### config.mk
export PLATFORM = sky130hd
export DESIGN_NAME = panel_controller
export DESIGN_NICKNAME = d
export VERILOG_FILES = /design/src/rtl/panel_controller.sv
export SDC_FILE = /design/constraint.sdc
export NUM_CORES = 1
export LEC_CHECK = 0
export ABC_AREA = 1
export BUFFER_PORTS_ARGS = -buffer_cell sky130_fd_sc_hd__buf_2
export CAP_MARGIN = 5
export CELL_PAD_IN_SITES_DETAIL_PLACEMENT = 0
export CELL_PAD_IN_SITES_GLOBAL_PLACEMENT = 1
export CORE_MARGIN = 2
export CORE_UTILIZATION = 40
export DETAILED_ROUTE_END_ITERATION = 10
export HOLD_SLACK_MARGIN = 0.02
export PLACE_DENSITY_LB_ADDON = 0.1
export SLEW_MARGIN = 10
export SYNTH_ARGS = -nofsm -noshare
export SYNTH_HDL_FRONTEND = slang
export SYNTH_SLANG_ARGS = --single-unit
### constraint.sdc
create_clock -name raw_clk -period 3.4 [get_ports raw_clk]
set_input_delay 0.34 -clock raw_clk [delete_from_list [all_inputs] [get_ports raw_clk]]
set_output_delay 0.34 -clock raw_clk [all_outputs]
set_load 0.05 [all_outputs]
### src/rtl/panel_controller.sv
// Front-panel controller: multiplexes 8 LEDs over 4 blanked column drivers and
// debounces the four active-low panel buttons into run-control state for the core.
module panel_controller #(
  parameter int COLUMN_TICKS     = 4096,
  parameter int BLANK_TICKS      = 256,
  parameter int SAMPLE_TICKS     = 65536,
  parameter int DEBOUNCE_SAMPLES = 4
) (
  input  logic        raw_clk,
  input  logic        reset,
  input  logic [31:0] display_data,
  output logic [7:0]  leds,
  output logic [3:0]  column,
  input  logic        button_reset_n,
  input  logic        button_halt_n,
  input  logic        button_program_select_n,
  input  logic        button_0_n,
  output logic [3:0]  buttons_level,
  output logic [3:0]  buttons_pressed,
  output logic        cpu_reset,
  output logic        halted,
  output logic [1:0]  program_select,
  output logic [2:0]  dbg_scan_o
);

  localparam int MAX_TICKS = (COLUMN_TICKS > BLANK_TICKS) ? COLUMN_TICKS : BLANK_TICKS;
  localparam int CNT_W     = (MAX_TICKS > 1) ? $clog2(MAX_TICKS) : 1;
  localparam int PRE_W     = (SAMPLE_TICKS > 1) ? $clog2(SAMPLE_TICKS) : 1;
  localparam logic [CNT_W-1:0] SHOW_LAST  = CNT_W'(COLUMN_TICKS - 1);
  localparam logic [CNT_W-1:0] BLANK_LAST = CNT_W'(BLANK_TICKS - 1);
  localparam logic [PRE_W-1:0] PRE_LAST   = PRE_W'(SAMPLE_TICKS - 1);

  typedef enum logic {SHOW = 1'b0, BLANK = 1'b1} scan_state_e;

  scan_state_e      state_q, state_d;
  logic [1:0]       col_q, col_d, col_inc;
  logic [CNT_W-1:0] cnt_q, cnt_d;
  logic             start_q, start_d;
  logic [3:0]       column_q, column_d;
  logic [7:0]       leds_q, leds_d;

  assign col_inc = col_q + 2'd1;

  // start_q marks the SHOW entry for column 0 that follows reset release.
  always_comb begin
    state_d  = state_q;
    col_d    = col_q;
    cnt_d    = cnt_q;
    start_d  = start_q;
    column_d = column_q;
    leds_d   = leds_q;
    if (start_q) begin
      start_d  = 1'b0;
      column_d = ~(4'b0001 << col_q);
      leds_d   = display_data[{col_q, 3'b000} +: 8];
    end else begin
      case (state_q)
        SHOW: begin
          if (cnt_q == SHOW_LAST) begin
            state_d  = BLANK;
            cnt_d    = '0;
            column_d = 4'b1111;
            leds_d   = 8'h00;
          end else begin
            cnt_d = cnt_q + CNT_W'(1);
          end
        end
        BLANK: begin
          if (cnt_q == BLANK_LAST) begin
            state_d  = SHOW;
            cnt_d    = '0;
            col_d    = col_inc;
            column_d = ~(4'b0001 << col_inc);
            leds_d   = display_data[{col_inc, 3'b000} +: 8];
          end else begin
            cnt_d = cnt_q + CNT_W'(1);
          end
        end
        default: state_d = SHOW;
      endcase
    end
  end

  always_ff @(posedge raw_clk or posedge reset) begin
    if (reset) begin
      state_q  <= SHOW;
      col_q    <= 2'd0;
      cnt_q    <= '0;
      start_q  <= 1'b1;
      column_q <= 4'b1111;
      leds_q   <= 8'h00;
    end else begin
      state_q  <= state_d;
      col_q    <= col_d;
      cnt_q    <= cnt_d;
      start_q  <= start_d;
      column_q <= column_d;
      leds_q   <= leds_d;
    end
  end

  // Bit order everywhere: {button_0, program_select, halt, reset}.
  logic [3:0]                  pins_n;
  logic [3:0]                  sync1_q, sync2_q, btn;
  logic [PRE_W-1:0]            pre_q, pre_d;
  logic                        sample_tick;
  logic [DEBOUNCE_SAMPLES-1:0] hist_q [4];
  logic [DEBOUNCE_SAMPLES-1:0] hist_d [4];
  logic [3:0]                  level_q, level_d, pressed_q, pressed_d;
  logic                        halted_q, halted_d;
  logic [1:0]                  prog_q, prog_d;

  assign pins_n      = {button_0_n, button_program_select_n, button_halt_n, button_reset_n};
  assign btn         = ~sync2_q;
  assign sample_tick = (pre_q == PRE_LAST);

  always_comb begin
    pre_d   = sample_tick ? '0 : pre_q + PRE_W'(1);
    hist_d  = hist_q;
    level_d = level_q;
    for (int i = 0; i < 4; i++) begin
      if (sample_tick) hist_d[i] = {hist_q[i][DEBOUNCE_SAMPLES-2:0], btn[i]};
      if ((&hist_q[i]) && !level_q[i]) level_d[i] = 1'b1;
      else if ((~|hist_q[i]) && level_q[i]) level_d[i] = 1'b0;
    end
    pressed_d = level_d & ~level_q;
  end

  // A reset-button press overrides a simultaneous halt toggle.
  always_comb begin
    halted_d = halted_q;
    prog_d   = prog_q;
    if (pressed_q[0]) halted_d = 1'b0;
    else if (pressed_q[1]) halted_d = ~halted_q;
    if (pressed_q[2]) prog_d = prog_q + 2'd1;
  end

  always_ff @(posedge raw_clk or posedge reset) begin
    if (reset) begin
      sync1_q   <= 4'b1111;
      sync2_q   <= 4'b1111;
      pre_q     <= '0;
      for (int i = 0; i < 4; i++) hist_q[i] <= '0;
      level_q   <= 4'b0000;
      pressed_q <= 4'b0000;
      halted_q  <= 1'b0;
      prog_q    <= 2'd0;
    end else begin
      sync1_q   <= pins_n;
      sync2_q   <= sync1_q;
      pre_q     <= pre_d;
      hist_q    <= hist_d;
      level_q   <= level_d;
      pressed_q <= pressed_d;
      halted_q  <= halted_d;
      prog_q    <= prog_d;
    end
  end

  assign leds            = leds_q;
  assign column          = column_q;
  assign buttons_level   = level_q;
  assign buttons_pressed = pressed_q;
  assign halted          = halted_q;
  assign program_select  = prog_q;
  assign cpu_reset       = reset | level_q[0];
  assign dbg_scan_o      = {state_q, col_q};

endmodule

==> results_dict.tcl <==
set metrics [dict create \
    status "finished, final reports clean" \
    ys_ff_latch 79 \
    syn_inst 574 \
    dieWidth_um 109 \
    die_area_mm2 0.0118 \
    drv_slew 0 \
    post-route-period-util 0.716 \
    drt_pre_antenna_iters 4 \
    pre_cts_ws_ps 968 \
    avgViaCountPerCell 4.63 \
    crit_arrival_ps 2680 \
    crit_type "reg2reg" \
    worst_pin_slew_ps 877 \
    startpoint_type "register" \
    grt_pass1_wl_mm 16.2 \
    io-pin-count 65 \
    drv_cap 0 \
    relSlewSlack 0.414 \
    wl_per_cell_um 12.1 \
    num_antenna_cells 0 \
    grt_max_degree 68 \
    drt-initial-drc-count 163 \
    met2_usage 0.280 \
    seq_area_frac_synth 0.454 \
    h-tree-depth 3 \
    grt_pass1_vias 3492 \
    route.antenna.remaining_nets 0 \
    grt_busiest_layer "met2" \
    wirelength_mm 9.44 \
    vias 3617 \
    p_leak_uw 0.00274 \
    avgSynthCellArea_um2 7.65 \
    grt_use_total 0.175 \
    fillers 1091 \
    required_ps 3650 \
    synth_area_leader_cell "dfrtp_1" \
    critical_path.max_fanout 28 \
    cts_tree "built" \
    placed_cells 764 \
    hpwl_mm 6.63 \
    place_congestion 0.777 \
    grtUsageMet3 0.0389 \
    fin_tns_setup_ps 0 \
    fin_nets 680 \
    port_buffers 64 \
    dieHeight_um 109 \
    vdd.ir_drop.worst_mv 0.218 \
    cts_made_buffers 9 \
    min_period_ps 2430 \
    synth_top_area_frac 0.376 \
    yosysWarnings 0 \
    fin_skew_ps 13.5 \
    worstSkewPairLatency_ps 360 \
    grt.met1_usage 0.234 \
    crit_path_end_kind "register" \
    syn-num-nets 618 \
    max_freq_ghz 0.411 \
    fin_hold_ws_ps 74.8 \
    fp-row-count 38 \
    cts.sinks 79 \
    root_buffer "clkbuf_8" \
    synth.area.top_cells "dfrtp_1 (38%), nand2_1 (17%), dfstp_2 (7.8%), inv_1 (6.4%), nand3_1 (6.3%)" \
    rsz0062_at_grt "no" \
    clkTransAtPathRegs_ps 90 \
    finalNonFillerCells 781 \
    antenna_found_initial 0 \
    core-area_mm2 0.0108 \
    syn_area_mm2 0.00439 \
    drc 0 \
    drive_above_1_share 0.215 \
    final-setup-viol-count 0 \
    cts_resized 0 \
    hold_class "in2reg" \
    layout-area-overhead-vs-synth_pct 13.8 \
    postCtsSetupRepairBufs 0 \
    final_hold_viol_count 0 \
    grt_overflow 0 \
    cts_buffer_depth 2 \
    start_util 0.407 \
    yosysUniqueCellTypes 37 \
    p_per_area_mw_per_mm2 396 \
    cts.hold.buffers_added 1 \
    setup_ws_ps 965 \
]
[worst paths after layout]
kind / slack (ps) / cells past startpoint / to / startpoint
max in group asynchronous: 1820 / 4 / cnt_q[5]$_DFFE_PP0N_ / reset
min reg2reg: 360 / 0 / sync2_q[1]$_DFF_PP1_ / sync1_q[1]$_DFF_PP1_
min: 70 / 1 / sync1_q[1]$_DFF_PP1_ / button_halt_n
max: 970 / 11 / leds[1]$_DFFE_PP0P_ / col_q[0]$_DFFE_PP0P_
max reg2reg: 970 / 11 / leds[1]$_DFFE_PP0P_ / col_q[0]$_DFFE_PP0P_
min in group asynchronous: 450 / 3 / hist_q[12]$_DFFE_PP0N_ / reset
[power breakdown]
part	internal, uW	switching [uW]	total, uW
clock	364	350	714
sequential	988	42.0	1030
combinational	79.3	159	238
[cell usage after synthesis]
cell type and number:
nand2_4 2, nor4_1 1, a21o_1 3, ha_1 6, nand3_1 55, buf_2 7
nand3_2 1, nand2_2 23, dfstp_2 13, nor3b_1 1, clkinv_1 3, clkbuf_8 1
nor3_1 8, buf_6 5, a21oi_1 2, xnor2_1 6, inv_2 1, o21ai_0 14
o21bai_1 2, nor3_2 1, conb_1 1, nand4_1 6, o21ai_4 1, o21ai_2 5
xor2_1 14, nor2_2 2, dfrtp_1 66, o31ai_1 1, nor2_1 35, clkbuf_1 4
o21a_1 1, buf_4 3, nand2_1 197, a22oi_1 4, nand4_2 1, nor2_4 3
inv_1 75
[worst max-delay path, stage by stage, from the launching register on]
cell and delay (ps):
dfrtp_1 340, buf_4 290, clkinv_1 100, buf_4 230, ha_1 530, clkinv_1 370, nand3_1 190, nand2_1 60
nand2_1 50, nand2_1 50, nand2_1 60, nand2_1 50
[registers in the layout (all words and copies together) (netlist names)]
signal,count
state_q,1
program_select,2
sync2_q,4
sync1_q,4
buttons_pressed,4
leds,8
column,4
buttons_level,4
hist_q,16
col_q,2
cnt_q,12
pre_q,16
halted,1
start_q,1
[metal layers]
layer / share of wire / wire length (um) / vias up
met3: 0.038 / 363 / 13
li1: - / - / 1889
met5: 0 / 0 / -
met4: 0.015 / 144 / 0
met1: 0.48 / 4510 / 1643
met2: 0.47 / 4420 / 72
[per-stage QoR]
step	cell area (um2)	util	power, uW
after floorplan	4390	-	1220
after global placement	4790	0.444	1290
after detailed placement	4790	0.444	1290
after CTS	5000	0.463	2020
after global routing	5000	0.463	2090
final	5000	0.463	1980
[cells in the final DEF, fill, tap and decap left out, types with 2 or more instances in the layout]
cell type	netlist	final
nand2_4	2	2
o21ai_0	14	14
nand3_1	55	55
buf_4	3	6
dfstp_2	13	13
clkbuf_8	1	10
nor2_4	3	3
nor3_1	8	8
nand2_2	23	23
buf_2	7	64
nor2_1	35	35
o21ai_2	5	5
clkbuf_1	4	2
a21oi_1	2	2
inv_2	1	2
dfrtp_1	66	66
nand2_1	197	197
inv_1	75	74
ha_1	6	6
xor2_1	14	14
clkinv_1	3	3
nor2_2	2	2
o21bai_1	2	2
a21o_1	3	3
a22oi_1	4	4
nand4_1	6	6
xnor2_1	6	6
[cell families (layout without fill, tap and decap cells)]
kind of cell / Yosys count / count (layout) / synth area share
AOI/OAI and AO/OA: 33 / 33 / 0.0507
DFF: 79 / 79 / 0.454
adders and majority gates: 6 / 6 / 0.0171
and+or+nand+nor: 336 / 336 / 0.338
other: 1 / 1 / 0.000854
xor gates and xnor gates: 20 / 20 / 0.0399
buffers and inverters: 99 / 166 / 0.100
[layout make-up]
cell class                 count  area, um2  share of cell area
clock buffer                  12        145              0.0290
clock inverter                 4       55.1              0.0110
inverter                      79        297              0.0593
multi-input combinational    396       1960               0.392
sequential                    79       1990               0.399
tap                          140        175              0.0350
timing repair buffer          71        375              0.0751
Note: power is estimated with default switching activity, not from simulation.
